===== src/rtl/cpu_pkg.sv =====
// cpu_pkg: LEGv8 opcode constants, format decode helpers and hazard FSM state.
package cpu_pkg;

    localparam logic [10:0] OP_LDUR  = 11'b11111000010;
    localparam logic [10:0] OP_STUR  = 11'b11111000000;
    localparam logic [10:0] OP_ADDS  = 11'b10101011000;
    localparam logic [10:0] OP_SUBS  = 11'b11101011000;
    localparam logic [7:0]  OP_CBZ   = 8'b10110100;
    localparam logic [7:0]  OP_BCOND = 8'b01010100;
    localparam logic [5:0]  OP_B     = 6'b000101;
    localparam logic [5:0]  OP_BL    = 6'b100101;
    localparam logic [4:0]  XZR      = 5'd31;

    typedef enum logic {RUN, STALL} state_t;

    // All helpers take the top 11 bits of the instruction word.
    function automatic logic is_cbz(input logic [10:0] op);
        return op[10:3] == OP_CBZ;
    endfunction

    function automatic logic is_stur(input logic [10:0] op);
        return op == OP_STUR;
    endfunction

    function automatic logic is_d_type(input logic [10:0] op);
        return op == OP_LDUR || op == OP_STUR;
    endfunction

    // ADD/ADDS/SUB/SUBS/AND/ANDS/ORR/EOR register forms.
    function automatic logic is_r_type(input logic [10:0] op);
        return (op[7:3] inside {5'b01010, 5'b01011} && op[2:0] == 3'b000)
            || op == OP_ADDS || op == OP_SUBS;
    endfunction

    // ADDI/ADDIS/SUBI/SUBIS plus ANDI/ANDIS/ORRI/EORI.
    function automatic logic is_i_type(input logic [10:0] op);
        return (op[7:3] == 5'b10001 && op[2:1] == 2'b00) || op[7:2] == 6'b100100;
    endfunction

    // Unconditional and flag branches never read a register.
    function automatic logic is_sourceless_branch(input logic [10:0] op);
        return op[10:5] == OP_B || op[10:5] == OP_BL || op[10:3] == OP_BCOND;
    endfunction

    function automatic logic uses_rn(input logic [10:0] op);
        return (is_r_type(op) || is_d_type(op) || is_i_type(op)) && !is_sourceless_branch(op);
    endfunction

    // XZR is never a real dependency.
    function automatic logic reg_match(input logic [4:0] a, input logic [4:0] b);
        return a == b && a != XZR;
    endfunction

endpackage


===== src/rtl/hazard_stall_unit_sat_counter.sv =====
// sat_counter: counter that increments on inc and holds at all-ones.
module sat_counter #(
    parameter int CNT_W = 16
) (
    input  logic             clk,
    input  logic             reset,
    input  logic             inc,
    output logic [CNT_W-1:0] count
);

    // Count up until every bit is set, then hold.
    always_ff @(posedge clk or posedge reset)
        if (reset) count <= '0;
        else if (inc && count != '1) count <= count + 1'b1;

endmodule


===== src/rtl/hazard_stall_unit.sv =====
// hazard_stall_unit: load-use / CBZ stall and taken-branch flush control with perf counters.
module hazard_stall_unit #(
    parameter int CNT_W = 16
) (
    input  logic             clk,
    input  logic             reset,
    input  logic [31:0]      ID_opcode,
    input  logic [31:0]      EX_opcode,
    input  logic [31:0]      MEM_opcode,
    input  logic             EX_RegWrite,
    input  logic             EX_MemRead,
    input  logic             MEM_MemRead,
    input  logic             branch_taken,
    output logic             PCWrite,
    output logic             IF_ID_Write,
    output logic             ID_EX_Bubble,
    output logic             IF_ID_Flush,
    output logic [CNT_W-1:0] stall_count,
    output logic [CNT_W-1:0] flush_count
);
    import cpu_pkg::*;

    logic [10:0] id_op;
    logic [4:0]  rn, rm, rt, ex_dst, mem_dst;
    logic        cbz, ex_hits_src, need1, need2, stall, flush;
    state_t      state, next_state;
    logic        remaining, next_remaining;
    logic        unused_bits;

    assign id_op   = ID_opcode[31:21];
    assign rn      = ID_opcode[9:5];
    assign rm      = ID_opcode[20:16];
    assign rt      = ID_opcode[4:0];
    assign ex_dst  = EX_opcode[4:0];
    assign mem_dst = MEM_opcode[4:0];
    assign cbz     = is_cbz(id_op);
    assign unused_bits = ^{ID_opcode[15:10], EX_opcode[31:5], MEM_opcode[31:5]};

    assign ex_hits_src = (uses_rn(id_op) && reg_match(ex_dst, rn))
                      || (is_r_type(id_op) && reg_match(ex_dst, rm))
                      || (is_stur(id_op) && reg_match(ex_dst, rt));

    // CBZ resolves in ID, so a load feeding it cannot be forwarded for two cycles.
    assign need2 = cbz && EX_MemRead && reg_match(ex_dst, rt);
    assign need1 = (!cbz && EX_MemRead && ex_hits_src)
                || (cbz && EX_RegWrite && !EX_MemRead && reg_match(ex_dst, rt))
                || (cbz && MEM_MemRead && reg_match(mem_dst, rt));

    // State register; reset drops any pending second stall cycle.
    always_ff @(posedge clk or posedge reset)
        if (reset) begin
            state     <= RUN;
            remaining <= 1'b0;
        end else begin
            state     <= next_state;
            remaining <= next_remaining;
        end

    // Next state and stall decision; STALL ignores detection for its one cycle.
    always_comb begin
        next_state     = state;
        next_remaining = remaining;
        stall          = 1'b0;
        if (state == STALL) begin
            stall          = 1'b1;
            next_remaining = 1'b0;
            next_state     = RUN;
        end else if (need2) begin
            stall          = 1'b1;
            next_remaining = 1'b1;
            next_state     = STALL;
        end else if (need1) begin
            stall = 1'b1;
        end
    end

    assign flush        = branch_taken && !stall && !reset;
    assign PCWrite      = reset || !stall;
    assign IF_ID_Write  = reset || !stall;
    assign ID_EX_Bubble = !reset && stall;
    assign IF_ID_Flush  = flush;

    sat_counter #(.CNT_W(CNT_W)) u_stall_cnt (
        .clk   (clk),
        .reset (reset),
        .inc   (stall && !reset),
        .count (stall_count)
    );

    sat_counter #(.CNT_W(CNT_W)) u_flush_cnt (
        .clk   (clk),
        .reset (reset),
        .inc   (flush),
        .count (flush_count)
    );

endmodule


===== config.mk =====
export PLATFORM = sky130hd
export DESIGN_NAME = hazard_stall_unit
export DESIGN_NICKNAME = d
export VERILOG_FILES = /design/src/rtl/cpu_pkg.sv /design/src/rtl/hazard_stall_unit_sat_counter.sv /design/src/rtl/hazard_stall_unit.sv
export SDC_FILE = /design/constraint.sdc
export NUM_CORES = 1
export LEC_CHECK = 0
export ABC_AREA = 1
export BUFFER_PORTS_ARGS = -buffer_cell sky130_fd_sc_hd__buf_2
export CAP_MARGIN = 40
export CORE_MARGIN = 2
export CORE_UTILIZATION = 47
export DETAILED_ROUTE_END_ITERATION = 6
export PLACE_DENSITY = 0.89
export SYNTH_ARGS = -nofsm -noshare
export SYNTH_HDL_FRONTEND = slang
export SYNTH_SLANG_ARGS = --single-unit

===== constraint.sdc =====
create_clock -name clk -period 2.75 [get_ports clk]
set_clock_uncertainty 0.1 [all_clocks]
set_input_delay 0.55 -clock clk [delete_from_list [all_inputs] [get_ports clk]]
set_output_delay 0.55 -clock clk [all_outputs]
set_load 0.01 [all_outputs]

Yosys cells after proc, flatten, opt, wreduce, memory -nomap -nowiden
Cells that the tools add are included.

word-level totals
  flip-flop bits (word level) = 33
  output and inout bits = 36

operators by class
  muxes and demuxes = 5
  equal/unequal tests = 20
  add/sub/neg operators = 2
  reduce and logical (&&, ||, !) cells = 45

operators with widths
  operator                                       count
  == test 11 bit, second input constant          4
  adder 16 x 1 -> 16 bit, second input constant  2
  != test 16 bit, second input constant          2
  logical AND 1 bit                              24
  == test 5 bit                                  4
  logical OR 1 bit                               13
  == test 6 bit, second input constant           2
  == test 5 x 4 -> 1 bit, second input constant  2
  != test 5 bit, second input constant           2
  == test 8 x 7 -> 1 bit, second input constant  1
  == test 8 bit, second input constant           1
  == test 6 x 3 -> 1 bit, second input constant  1
  == test 5 bit, second input constant           1
  zero test 1 bit                                5
  2-to-1 mux 1 bit                               5
  zero test 3 bit                                1
  zero test 2 bit                                1
  nonzero test 2 bit                             1

Logic depth before layout (Yosys ltp)
  depth in word-level cells = 21
  gate-level depth with buffers = 14

Modules after synthesis
A second synthesis with hierarchy kept.

unflattened totals
  cell total of the unflattened synthesis = 431
  area total of the unflattened synthesis = 2,806.4 um2

by module, submodules not included
  module             area an instance (um2)  cells each  seq. area each (um2)  times used
  sat_counter        1,069.8                 150         400.4                 2
  hazard_stall_unit  666.9                   131         25.0                  1

Worst setup path after synthesis
OpenSTA, ideal clock, no wires.

  path type = input to output
  from = input ID_opcode[24]
  to = output PCWrite
  stages on the path = 12
  arrival = 1.790 ns
  required time = 2.100 ns
  slack = 0.310 ns
  cells stage by stage = inv_1 nand2_1 nor2_1 nand3_1 nand2_1 nor2_1 nor2_1 o21ai_4 nand2_4 buf_4 nand2_1 buf_4

between the ends
  word-level cells in the longest chain between the ends = 19
  elaborated cells on any way between the ends = 44
  those cells by class = eq/ne: 10; mux: 3; reduce/logical: 31

ends and longest elaborated chain
  what                            RTL line                 source
  start: declaration              hazard_stall_unit.sv:7   input logic [31:0] ID_opcode,
  == test 5 x 4 -> 1 bit          cpu_pkg.sv:31            return (op[7:3] inside {5'b01010, 5'b01011} && op[2:0] == 3'b000)
  nonzero test 2 bit              cpu_pkg.sv:31
  logical AND 1 bit               cpu_pkg.sv:31
  logical OR 1 bit (2 in series)  cpu_pkg.sv:32            || op == OP_ADDS || op == OP_SUBS;
  logical OR 1 bit (2 in series)  cpu_pkg.sv:46            return (is_r_type(op) || is_d_type(op) || is_i_type(op)) && !is_sourceless_branch(op);
  logical AND 1 bit               cpu_pkg.sv:46
  logical AND 1 bit               hazard_stall_unit.sv:39  assign ex_hits_src = (uses_rn(id_op) && reg_match(ex_dst, rn))
  logical OR 1 bit                hazard_stall_unit.sv:40  || (is_r_type(id_op) && reg_match(ex_dst, rm))
  logical OR 1 bit                hazard_stall_unit.sv:41  || (is_stur(id_op) && reg_match(ex_dst, rt));
  logical AND 1 bit               hazard_stall_unit.sv:45  assign need1 = (!cbz && EX_MemRead && ex_hits_src)
  logical OR 1 bit                hazard_stall_unit.sv:46  || (cbz && EX_RegWrite && !EX_MemRead && reg_match(ex_dst, rt))
  logical OR 1 bit                hazard_stall_unit.sv:47  || (cbz && MEM_MemRead && reg_match(mem_dst, rt));
  2-to-1 mux 1 bit                hazard_stall_unit.sv:72  end else if (need1) begin
  2-to-1 mux 1 bit (*)            hazard_stall_unit.sv:68  end else if (need2) begin
  2-to-1 mux 1 bit (*)            hazard_stall_unit.sv:64  if (state == STALL) begin
  zero test 1 bit (*)             -
  logical OR 1 bit (*)            -
  end: declaration                hazard_stall_unit.sv:14  output logic PCWrite,

Mark *: on every way between the ends. The rest lies on a longest branch, timed or not.

Worst setup path in the final report
  from = input ID_opcode[26]
  to = output ID_EX_Bubble

between the ends
  word-level cells in the longest chain between the ends = 18
  elaborated cells on any way between the ends = 46
  those cells by class = eq/ne: 12; mux: 3; reduce/logical: 31

ends and longest elaborated chain
  what                            RTL line                 source
  == test 5 x 4 -> 1 bit          cpu_pkg.sv:31
  nonzero test 2 bit              cpu_pkg.sv:31
  logical AND 1 bit               cpu_pkg.sv:31
  logical OR 1 bit (2 in series)  cpu_pkg.sv:32
  logical OR 1 bit (2 in series)  cpu_pkg.sv:46
  logical AND 1 bit               cpu_pkg.sv:46
  logical AND 1 bit               hazard_stall_unit.sv:39
  logical OR 1 bit                hazard_stall_unit.sv:40
  logical OR 1 bit                hazard_stall_unit.sv:41
  logical AND 1 bit               hazard_stall_unit.sv:45
  logical OR 1 bit                hazard_stall_unit.sv:46
  logical OR 1 bit                hazard_stall_unit.sv:47
  2-to-1 mux 1 bit                hazard_stall_unit.sv:72
  2-to-1 mux 1 bit (*)            hazard_stall_unit.sv:68
  2-to-1 mux 1 bit (*)            hazard_stall_unit.sv:64
  logical AND 1 bit (*)           hazard_stall_unit.sv:80  assign ID_EX_Bubble = !reset && stall;
  end: declaration                hazard_stall_unit.sv:16  output logic ID_EX_Bubble,

Marks and branches as above.

==> results.ini <==
[grt]
track_usage=0.210
grt_overflow=0
grt_pass1_vias=2593
antenna_found_initial=0
grt_pass1_wl_mm=11.0
grt_max_degree=34

[cells_and_area]
fillerInstances=543
design_area_um2=3290
seqCellArea_um2=826
multi_input_area_um2=1670
n_antenna_cell=0
num-nets-final=587
syn_to_final_growth_pct=18.6
drive_above_1_share=0.244

[clocking]
ctsHtreeMaxLevel=2
cts_tree=yes
cts.clk_slew.worst_paths_ns=0.08
cts_setup_buffers=0
cts_buffers=5
clockRootBuffer=clkbuf_8
hold_buffers=0
cts_buffer_depth=2
clk-insertion-delay-late_ns=0.30
cts_resized=0
clkSinkCount=33

[pwr]
p_int_mw=0.788
p_leak_nw=1.84
ir_drop_mv=0.363
p_comb_frac=0.212
sw_frac_of_total=0.328
clkPwrFrac=0.319
power_density_nw_per_um2=357
sequentialPowerShare=0.469
p_sw_mw=0.386

[timing]
fmax_ghz=0.402
finalCritPeriodShare=0.904
worst_slew_pin_slew_ns=0.470
post-route-min-period_ns=2.49
hold_violations=0
final_max_slew_viol_count=0
maxSlewHeadroom=0.686
setup_viol=0
setup-tns-final_ns=0
rsz0062_at_grt=false

[drt]
firstDrtPassIters=4
ant_nets=0
drt_iter0_markers=79
vias_per_cell=5.08
vias=2827
route.detailed.drc=0
routed_wl_mm=6.62
wl_per_cell_um=11.9

[synthesis]
synth_nets=507
yosysTopAreaCell=dfrtp_1
synth_top_flop_cell=dfrtp_1
yosys.area_share.adder=0.00902
synth_most_common_cell=nand2_1
synth-seq-area-share=0.298
synth.avg_cell_area_um2=6.88
netlist_instances=403
yosys.area_share.simple=0.457
yosysTopAreaCellShare=0.298
ys_ff_latch=33
netlist_top_cells_count=nand2_1, inv_1, nand4_1, dfrtp_1, nor2_1
async_reset_ff_frac=1.00
synthTopCellsByArea=dfrtp_1, nand2_1, nand4_1
synthXorXnorAreaFrac=0.114
yosysWarnings=0
ys_types=36
synth_top_family_by_area=simple AND/OR/NAND/NOR gates
synth.cell_area_um2=2770
synth_mux_area_frac=0
synth_edf_count=0
synth_compound_area_frac=0.0217

[die]
boundaryPins=138
start_util=0.495
dieArea_um2=6530
placementRows=27
die_x_um=80.8
chipHeight_um=80.8
core_um2=5610

[setup_path]
cp.required_ns=2.10
crit_fanout=3
path_class=input pin to output port
critPathArrivalTime_ns=1.84
start_kind=input pin
r2r.worst_path.cells=8
r2r_slack_ns=0.46
cp-end-kind=output port

[placed_design]
placed_area_um2=3200
portBuffers=77
place_hpwl_mm=4.97
place_congestion=0.903

[min_path]
min_path_type=input pin to async pin

[outcome]
status=finished, final reports clean

[flow_run]
maxCapViolCount=0

-- path summary, 6_finish.rpt --
path | start | to
min in group clk | u_flush_cnt.count[8] | u_flush_cnt.count[8]
worst max-delay path | ID_opcode[26] | ID_EX_Bubble
max in group asynchronous | reset | u_stall_cnt.count[8]
worst min-delay path | reset | state
worst max register to register | u_stall_cnt.count[0] | u_stall_cnt.count[7]
worst min register to register | u_flush_cnt.count[8] | u_flush_cnt.count[8]
-- power by group through the flow --
| stage | Clock [mW] | Sequential, mW | Combinational [mW] |
|---|---|---|---|
| after floorplan | 0 | 0.565 | 0.140 |
| after global placement | 0 | 0.558 | 0.241 |
| after detailed placement | 0 | 0.558 | 0.249 |
| after CTS | 0.381 | 0.550 | 0.250 |
| after global routing | 0.405 | 0.553 | 0.281 |
| final | 0.375 | 0.550 | 0.249 |
-- critical path: stages --
cell	delay (ns)
buf_2	0.11
inv_1	0.07
nand2_1	0.07
nor2_1	0.14
nand2_1	0.09
nand2_1	0.07
nor2_1	0.03
nor2_1	0.22
o21ai_4	0.11
nand2_4	0.08
nand2_1	0.10
inv_1	0.07
buf_2	0.12
-- stage by stage --
step / cells / util / hold slack (ns) / power [mW] / setup slack, ns
2_1_floorplan: 403 / - / 0.377 / 0.705 / 0.310
3_3_place_gp: 548 / 0.571 / 0.384 / 0.798 / 0.329
3_5_place_dp: 548 / 0.571 / 0.382 / 0.807 / 0.277
4_1_cts: 556 / 0.587 / 0.220 / 1.18 / 0.270
5_1_grt: 556 / 0.587 / 0.220 / 1.24 / 0.140
6_report: 556 / 0.587 / 0.212 / 1.17 / 0.263
-- routing by layer --
metal / vias up / share of wire / GRT usage
met4: 0 / 0.013 / 0.0763
li1: 1457 / - / -
met3: 8 / 0.059 / 0.0411
met2: 80 / 0.48 / 0.363
met1: 1282 / 0.45 / 0.260
met5: - / 0 / 0
-- kinds of logic (layout without fill, tap and decap cells) --
group           after synthesis  after routing
compound gates                7              7
buf+inv                      60            141
fa+ha+maj                     2              2
flops                        33             33
simple gates                265            265
xor+xnor                     36             36
-- layout make-up --
class                   count  share of cell area
clock buffers               5              0.0209
clock inverters             3             0.00533
inverters                  50              0.0571
multi-input cells         310               0.507
flip-flops and latches     33               0.251
well taps                  72              0.0274
repair buffers             83               0.131
-- layout by cell type (no fill, tap or decap), types with 2 or more instances in the layout --
| cell type | instances |
|---|---|
| buf_2 | 77 |
| buf_4 | 6 |
| clkbuf_8 | 5 |
| clkinv_2 | 2 |
| dfrtp_1 | 33 |
| ha_1 | 2 |
| inv_1 | 48 |
| nand2_1 | 138 |
| nand2_2 | 12 |
| nand3_1 | 15 |
| nand4_1 | 38 |
| nor2_1 | 33 |
| nor2_2 | 2 |
| nor3_1 | 11 |
| nor3_4 | 2 |
| nor4_1 | 4 |
| o21ai_0 | 4 |
| xnor2_1 | 17 |
| xor2_1 | 19 |
-- sequential cells by signal (all words and copies together), names as in the netlist --
name and count:
u_flush_cnt.count 16, state 1, u_stall_cnt.count 16
No activity file was read; power rests on OpenSTA's default activity.
